==> config.mk <==
export PLATFORM = sky130hd
export DESIGN_NAME = alu_cmd_sequencer_flat
export DESIGN_NICKNAME = d
export VERILOG_FILES = /design/src/rtl/alu_cmd_sequencer_if.sv /design/src/rtl/alu_cmd_sequencer.sv /design/src/flat_wrapper.sv
export SDC_FILE = /design/constraint.sdc
export NUM_CORES = 1
export LEC_CHECK = 0
export CAP_MARGIN = 20
export CORE_MARGIN = 1.5
export CORE_UTILIZATION = 59
export DETAILED_ROUTE_END_ITERATION = 8
export PLACE_DENSITY = 0.82
export SLEW_MARGIN = 30
export SYNTH_ARGS = -nofsm -noshare
export SYNTH_HDL_FRONTEND = slang
export SYNTH_SLANG_ARGS = --single-unit
==> constraint.sdc <==
create_clock -name clk -period 16.7 [get_ports clk]
set_clock_uncertainty 0.2 [all_clocks]
set_input_delay 3.34 -clock clk [delete_from_list [all_inputs] [get_ports clk]]
set_output_delay 3.34 -clock clk [all_outputs]
set_load 0.05 [all_outputs]
==> src/rtl/alu_cmd_sequencer_if.sv <==
// Host/ALU bundle for alu_cmd_sequencer: register preload, command and response
// channels, the operand/result path to the external ALU, and the status flags.
interface alu_cmd_sequencer_if #(
  parameter int unsigned DATA_W = 32,
  parameter int unsigned NREGS  = 8
);
  localparam int unsigned AW = $clog2(NREGS);

  logic              wr_en;
  logic [AW-1:0]     wr_addr;
  logic [DATA_W-1:0] wr_data;

  logic              cmd_valid;
  logic              cmd_ready;
  logic [3:0]        cmd_op;
  logic [AW-1:0]     cmd_rd;
  logic [AW-1:0]     cmd_ra;
  logic [AW-1:0]     cmd_rb;

  logic [DATA_W-1:0] alu_x;
  logic [DATA_W-1:0] alu_y;
  logic [3:0]        alu_sel;
  logic [DATA_W-1:0] alu_out;
  logic              alu_carry;
  logic              alu_borrow;

  logic              rsp_valid;
  logic              rsp_ready;
  logic [DATA_W-1:0] rsp_data;
  logic              rsp_carry;
  logic              rsp_borrow;

  logic              flag_c;
  logic              flag_b;
  logic              flag_z;

  modport slave (
    input  wr_en, wr_addr, wr_data,
    input  cmd_valid, cmd_op, cmd_rd, cmd_ra, cmd_rb,
    output cmd_ready,
    output alu_x, alu_y, alu_sel,
    input  alu_out, alu_carry, alu_borrow,
    output rsp_valid, rsp_data, rsp_carry, rsp_borrow,
    input  rsp_ready,
    output flag_c, flag_b, flag_z
  );

  modport master (
    output wr_en, wr_addr, wr_data,
    output cmd_valid, cmd_op, cmd_rd, cmd_ra, cmd_rb,
    input  cmd_ready,
    input  alu_x, alu_y, alu_sel,
    output alu_out, alu_carry, alu_borrow,
    input  rsp_valid, rsp_data, rsp_carry, rsp_borrow,
    output rsp_ready,
    input  flag_c, flag_b, flag_z
  );
endinterface

==> src/rtl/alu_cmd_sequencer.sv <==
// Register-file command sequencer driving an external combinational ALU, one op in flight.
// Optional sticky status flags are built only when ALU_SEQ_FLAGS_EN is defined.
module alu_cmd_sequencer #(
  parameter int unsigned DATA_W = 32,
  parameter int unsigned NREGS  = 8
) (
  input  logic               clk,
  input  logic               rst,
  alu_cmd_sequencer_if.slave bus
);
  localparam int unsigned AW = $clog2(NREGS);

  typedef enum logic [1:0] {StIdle, StIssue, StResp} state_e;

  state_e            r_state;
  logic [DATA_W-1:0] r_regs [NREGS];
  logic [DATA_W-1:0] r_alu_x;
  logic [DATA_W-1:0] r_alu_y;
  logic [3:0]        r_alu_sel;
  logic [AW-1:0]     r_rd;
  logic [DATA_W-1:0] r_rsp_data;
  logic              r_rsp_carry;
  logic              r_rsp_borrow;

  logic w_accept;
  logic w_issue;

  assign w_accept = (r_state == StIdle) && bus.cmd_valid;
  assign w_issue  = (r_state == StIssue);

  always_ff @(posedge clk or posedge rst) begin
    if (rst) begin
      r_state      <= StIdle;
      r_alu_x      <= '0;
      r_alu_y      <= '0;
      r_alu_sel    <= '0;
      r_rd         <= '0;
      r_rsp_data   <= '0;
      r_rsp_carry  <= 1'b0;
      r_rsp_borrow <= 1'b0;
    end else begin
      unique case (r_state)
        StIdle: begin
          if (w_accept) begin
            r_alu_x   <= r_regs[bus.cmd_ra];
            r_alu_y   <= r_regs[bus.cmd_rb];
            r_alu_sel <= bus.cmd_op;
            r_rd      <= bus.cmd_rd;
            r_state   <= StIssue;
          end
        end
        StIssue: begin
          r_rsp_data   <= bus.alu_out;
          r_rsp_carry  <= bus.alu_carry;
          r_rsp_borrow <= bus.alu_borrow;
          r_state      <= StResp;
        end
        StResp: begin
          if (bus.rsp_ready) r_state <= StIdle;
        end
        default: r_state <= StIdle;
      endcase
    end
  end

  // Writeback is assigned last so it overrides a same-index host write on the ISSUE edge.
  always_ff @(posedge clk or posedge rst) begin
    if (rst) begin
      for (int i = 0; i < NREGS; i++) r_regs[i] <= '0;
    end else begin
      if (bus.wr_en) r_regs[bus.wr_addr] <= bus.wr_data;
      if (w_issue) r_regs[r_rd] <= bus.alu_out;
    end
  end

  assign bus.cmd_ready  = (r_state == StIdle);
  assign bus.rsp_valid  = (r_state == StResp);
  assign bus.alu_x      = r_alu_x;
  assign bus.alu_y      = r_alu_y;
  assign bus.alu_sel    = r_alu_sel;
  assign bus.rsp_data   = r_rsp_data;
  assign bus.rsp_carry  = r_rsp_carry;
  assign bus.rsp_borrow = r_rsp_borrow;

`ifdef ALU_SEQ_FLAGS_EN
  localparam logic [3:0] OpClrFlags = 4'b1110;

  logic r_flag_c;
  logic r_flag_b;
  logic r_flag_z;

  // The clearing command is cleared at accept, so its own ISSUE result still accumulates.
  always_ff @(posedge clk or posedge rst) begin
    if (rst) begin
      r_flag_c <= 1'b0;
      r_flag_b <= 1'b0;
      r_flag_z <= 1'b0;
    end else if (w_accept && (bus.cmd_op == OpClrFlags)) begin
      r_flag_c <= 1'b0;
      r_flag_b <= 1'b0;
    end else if (w_issue) begin
      r_flag_c <= r_flag_c | bus.alu_carry;
      r_flag_b <= r_flag_b | bus.alu_borrow;
      r_flag_z <= (bus.alu_out == '0);
    end
  end

  assign bus.flag_c = r_flag_c;
  assign bus.flag_b = r_flag_b;
  assign bus.flag_z = r_flag_z;
`else
  assign bus.flag_c = 1'b0;
  assign bus.flag_b = 1'b0;
  assign bus.flag_z = 1'b0;
`endif
endmodule

==> src/flat_wrapper.sv <==
// flat-port wrapper written by rule: the top's interface ports become plain ports
module alu_cmd_sequencer_flat 
#(
  parameter int unsigned DATA_W = 32,
  parameter int unsigned NREGS  = 8
)
  (clk, rst, bus_wr_en, bus_wr_addr, bus_wr_data, bus_cmd_valid, bus_cmd_op, bus_cmd_rd, bus_cmd_ra, bus_cmd_rb, bus_cmd_ready, bus_alu_x, bus_alu_y, bus_alu_sel, bus_alu_out, bus_alu_carry, bus_alu_borrow, bus_rsp_valid, bus_rsp_data, bus_rsp_carry, bus_rsp_borrow, bus_rsp_ready, bus_flag_c, bus_flag_b, bus_flag_z);
  alu_cmd_sequencer_if #(.DATA_W(DATA_W), .NREGS(NREGS)) bus_i ();
  input  logic clk;
  input  logic rst;
  input wire logic [$bits(bus_i.wr_en)-1:0] bus_wr_en;
  input wire logic [$bits(bus_i.wr_addr)-1:0] bus_wr_addr;
  input wire logic [$bits(bus_i.wr_data)-1:0] bus_wr_data;
  input wire logic [$bits(bus_i.cmd_valid)-1:0] bus_cmd_valid;
  input wire logic [$bits(bus_i.cmd_op)-1:0] bus_cmd_op;
  input wire logic [$bits(bus_i.cmd_rd)-1:0] bus_cmd_rd;
  input wire logic [$bits(bus_i.cmd_ra)-1:0] bus_cmd_ra;
  input wire logic [$bits(bus_i.cmd_rb)-1:0] bus_cmd_rb;
  output wire logic [$bits(bus_i.cmd_ready)-1:0] bus_cmd_ready;
  output wire logic [$bits(bus_i.alu_x)-1:0] bus_alu_x;
  output wire logic [$bits(bus_i.alu_y)-1:0] bus_alu_y;
  output wire logic [$bits(bus_i.alu_sel)-1:0] bus_alu_sel;
  input wire logic [$bits(bus_i.alu_out)-1:0] bus_alu_out;
  input wire logic [$bits(bus_i.alu_carry)-1:0] bus_alu_carry;
  input wire logic [$bits(bus_i.alu_borrow)-1:0] bus_alu_borrow;
  output wire logic [$bits(bus_i.rsp_valid)-1:0] bus_rsp_valid;
  output wire logic [$bits(bus_i.rsp_data)-1:0] bus_rsp_data;
  output wire logic [$bits(bus_i.rsp_carry)-1:0] bus_rsp_carry;
  output wire logic [$bits(bus_i.rsp_borrow)-1:0] bus_rsp_borrow;
  input wire logic [$bits(bus_i.rsp_ready)-1:0] bus_rsp_ready;
  output wire logic [$bits(bus_i.flag_c)-1:0] bus_flag_c;
  output wire logic [$bits(bus_i.flag_b)-1:0] bus_flag_b;
  output wire logic [$bits(bus_i.flag_z)-1:0] bus_flag_z;
  assign bus_i.wr_en = bus_wr_en;
  assign bus_i.wr_addr = bus_wr_addr;
  assign bus_i.wr_data = bus_wr_data;
  assign bus_i.cmd_valid = bus_cmd_valid;
  assign bus_i.cmd_op = bus_cmd_op;
  assign bus_i.cmd_rd = bus_cmd_rd;
  assign bus_i.cmd_ra = bus_cmd_ra;
  assign bus_i.cmd_rb = bus_cmd_rb;
  assign bus_cmd_ready = bus_i.cmd_ready;
  assign bus_alu_x = bus_i.alu_x;
  assign bus_alu_y = bus_i.alu_y;
  assign bus_alu_sel = bus_i.alu_sel;
  assign bus_i.alu_out = bus_alu_out;
  assign bus_i.alu_carry = bus_alu_carry;
  assign bus_i.alu_borrow = bus_alu_borrow;
  assign bus_rsp_valid = bus_i.rsp_valid;
  assign bus_rsp_data = bus_i.rsp_data;
  assign bus_rsp_carry = bus_i.rsp_carry;
  assign bus_rsp_borrow = bus_i.rsp_borrow;
  assign bus_i.rsp_ready = bus_rsp_ready;
  assign bus_flag_c = bus_i.flag_c;
  assign bus_flag_b = bus_i.flag_b;
  assign bus_flag_z = bus_i.flag_z;
  alu_cmd_sequencer #(.DATA_W(DATA_W), .NREGS(NREGS)) u_core (.clk(clk), .rst(rst), .bus(bus_i));
endmodule
==> results.md <==
- Critical R2R Launch: u_core.r_state[1]$_DFFE_PP0P_
- Antenna Nets Post-Route: 0
- CORE AREA: 35500 um2
- Sequential-to-total area share from yosys stat: 0.429
- Total Nets Final: 1874
- CP endpoint kind: flop
- CTS tree: yes
- Die Height: 193 um
- Asr flop ratio synth: 1.00
- Syn-to-layout area delta: 16.3%
- Synth unique cells: 30
- Post-DP HPWL: 31.1 mm
- Clk pin slew, worst setup/hold paths: about 0.060 ns
- Fin crit period: 5.74 ns
- GP Congestion: about 0.77
- Layout Cells excl Fill: 2279
- Mapped Cells: about 1.7k
- WL per Instance: between 20 and 30 um
- Worst-path fanout max: 32
- Largest net degree at the start of global routing: 150
- Ys Warns: 0
- Worst Tran Pin Value: ~1 ns
- CP arrival: 5.96 ns
- Worst Path Required: 16.92 ns
- Crit path launch type: input port
- First drt pass iteration count: 4
- Hold_sp: u_core.bus.rsp_data[21]$_DFFE_PP0N_
- Max-slew violation count: 0
- Maximum vdd drop: 0.150 mV
- Most common cell after layout, fill and taps aside: mux2_2
- Clock root buffer: clkbuf_16
- Syn avg cell area: ~13 um2
- PwrDens: slightly below 200 nW/um2
- Setup violators final: 0
- Hold Path Class: reg2reg
- Register-to-Register Path Depth: 3
- DR vias/cell: 6.47
- Critical path class: in2reg
- Filler cells: 2477
- Max Cap Viol: 0
- Die W: slightly below 200 um
- Initial core utilization: 0.597
- RSZ-0062 raised after global routing: false
- Hold buffers post-CTS: 0
- Routed WL: ~59 mm
- Endpoints failing hold: 0
- R2r endpoint: u_core.r_rd[2]$_DFFE_PP0P_
- P_leak: 10.8 nW
- Die area: around 37000 um2
- Overall Power: around 4.8 mW
- TritonCTS buffer count: 39
- Hold depth: 2
- Hold Path End: u_core.bus.rsp_data[21]$_DFFE_PP0N_
- Vias in the first global route: 15.5k
- Resize count post-CTS: 0
- Rel. slew slack: 0.336
- Seq cells post-synth: 363
- Layout cell share with drive strength beyond 1: 0.410
- # port buffers: 190
- Tcrit/Tclk final: 0.344
- # rows: 69
- FMAX: 174 MHz
- DRC Markers: 0
- Clock buffer depth: 3
- GRT Util Overall: 0.320
- Placed Instances: roughly 2.2k
- Post-layout util: 0.694
- Worst reg-to-reg setup slack: ~14 ns
- Commonest cells after routing, fill and taps aside: 510 x mux2_2, 363 x dfrtp_1, 188 x clkdlybuf4s50_1, 166 x nand2_1, 128 x mux2i_1
- DR iter-0 viols: 987
- Status: complete, no violations
- Dpl cell area: between 20000 and 25000 um2
- Post-CTS Setup Inserts: 0
- Clk sinks: 363
- Initial antenna violation count: 4
- Main synth FF type: dfrtp_1
- H-tree depth: 2
- # IOs: 194
- Fin Setup TNS: 0 ns
- Final Instance Area: roughly 25000 um2
- First-pass GRT wire length: 89.9 mm
- Number of enable flip-flop cells after synthesis: 0
- Total global routing overflow: 0
- DR vias: 14.7k
- Post-Syn Area: 21200 um2
- Worst-Skew Late Latency: approximately 0.53 ns
[worst max-delay path: stages]
cell,delay (ns)
clkdlybuf4s50_1,0.85
nand4_4,0.88
mux2_2,0.59
mux2_2,0.28
[Yosys cell counts, types with 2 or more instances]
master      n  area, um2
a22o_1     64        561
and4bb_1    2       25.0
buf_1       3       11.3
buf_2      68        340
buf_4       7       52.6
buf_6      14        158
clkbuf_1   42        158
dfrtp_1   363       9080
inv_1       3       11.3
mux2_1     17        191
mux2_2    510       5740
mux2_4    120       1800
mux2i_1   128       1280
nand2_1   171        642
nand2b_1    4       25.0
nand3_1     4       20.0
nand4b_4    3       71.3
nor2_1      4       15.0
nor2b_1     5       31.3
o22ai_1    64        400
o31ai_1    64        480
[report_power, final]
group          switching (mW)  internal (mW)
clock                   0.364          0.549
combinational            1.07           1.11
sequential              0.342           1.33
total                    1.78           2.99
[through the flow]
stage	setup slack, ns	hold WS (ns)
2_1_floorplan	3.08	0.361
3_3_place_gp	10.15	0.257
3_5_place_dp	10.27	0.263
4_1_cts	10.83	0.277
5_1_grt	10.85	0.291
6_report	10.96	0.276
[flip-flops by register name, indices dropped and copies added, names as in the netlist]
signal / flops
u_core.bus.alu_sel: 4
u_core.bus.alu_x: 32
u_core.bus.alu_y: 32
u_core.bus.rsp_borrow: 1
u_core.bus.rsp_carry: 1
u_core.bus.rsp_data: 32
u_core.r_rd: 3
u_core.r_regs: 256
u_core.r_state: 2
[worst max-delay path by stage]
stage	endpoint	startpoint	slack, ns	cells past startpoint
finish	u_core.r_regs[16]$_DFF_PP0_	bus_wr_addr[1]	10.96	4
global route	u_core.bus.rsp_data[7]$_DFFE_PP0N_	rst	10.85	4
CTS	u_core.bus.rsp_data[8]$_DFFE_PP0N_	rst	10.83	4
detailed placement	u_core.bus.rsp_data[8]$_DFFE_PP0N_	rst	10.27	4
global placement	u_core.bus.rsp_data[7]$_DFFE_PP0N_	rst	10.15	4
floorplan	u_core.bus.alu_sel[0]$_DFFE_PP0P_	rst	3.08	1
[per-layer routing]
| layer | part of all wire | track usage |
|---|---|---|
| met5 | 0.00019 | 0 |
| met4 | 0.032 | 0.131 |
| met3 | 0.057 | 0.0475 |
| met2 | 0.50 | 0.548 |
| met1 | 0.41 | 0.405 |
[final cells by class]
cell class	instances	area, um2	share of cell area
antenna	3	7.51	0.000305
clock buffer	54	1160	0.0473
clock inverter	15	186	0.00757
inverter	3	23.8	0.000965
multi-input combinational	1170	11500	0.467
sequential	363	9080	0.369
tap	461	577	0.0234
timing repair buffer	210	2080	0.0845
[cell families (layout without fill, tap and decap cells)]
logic type | after synthesis | after routing | share of synthesized area
mux | 775 | 775 | 0.426
flops | 363 | 363 | 0.429
simple gates | 199 | 199 | 0.0426
compound gates | 193 | 193 | 0.0683
buf+inv | 138 | 282 | 0.0347
other cells | 1 | 6 | 0.000177
Note: power is estimated with default switching activity, not from simulation.
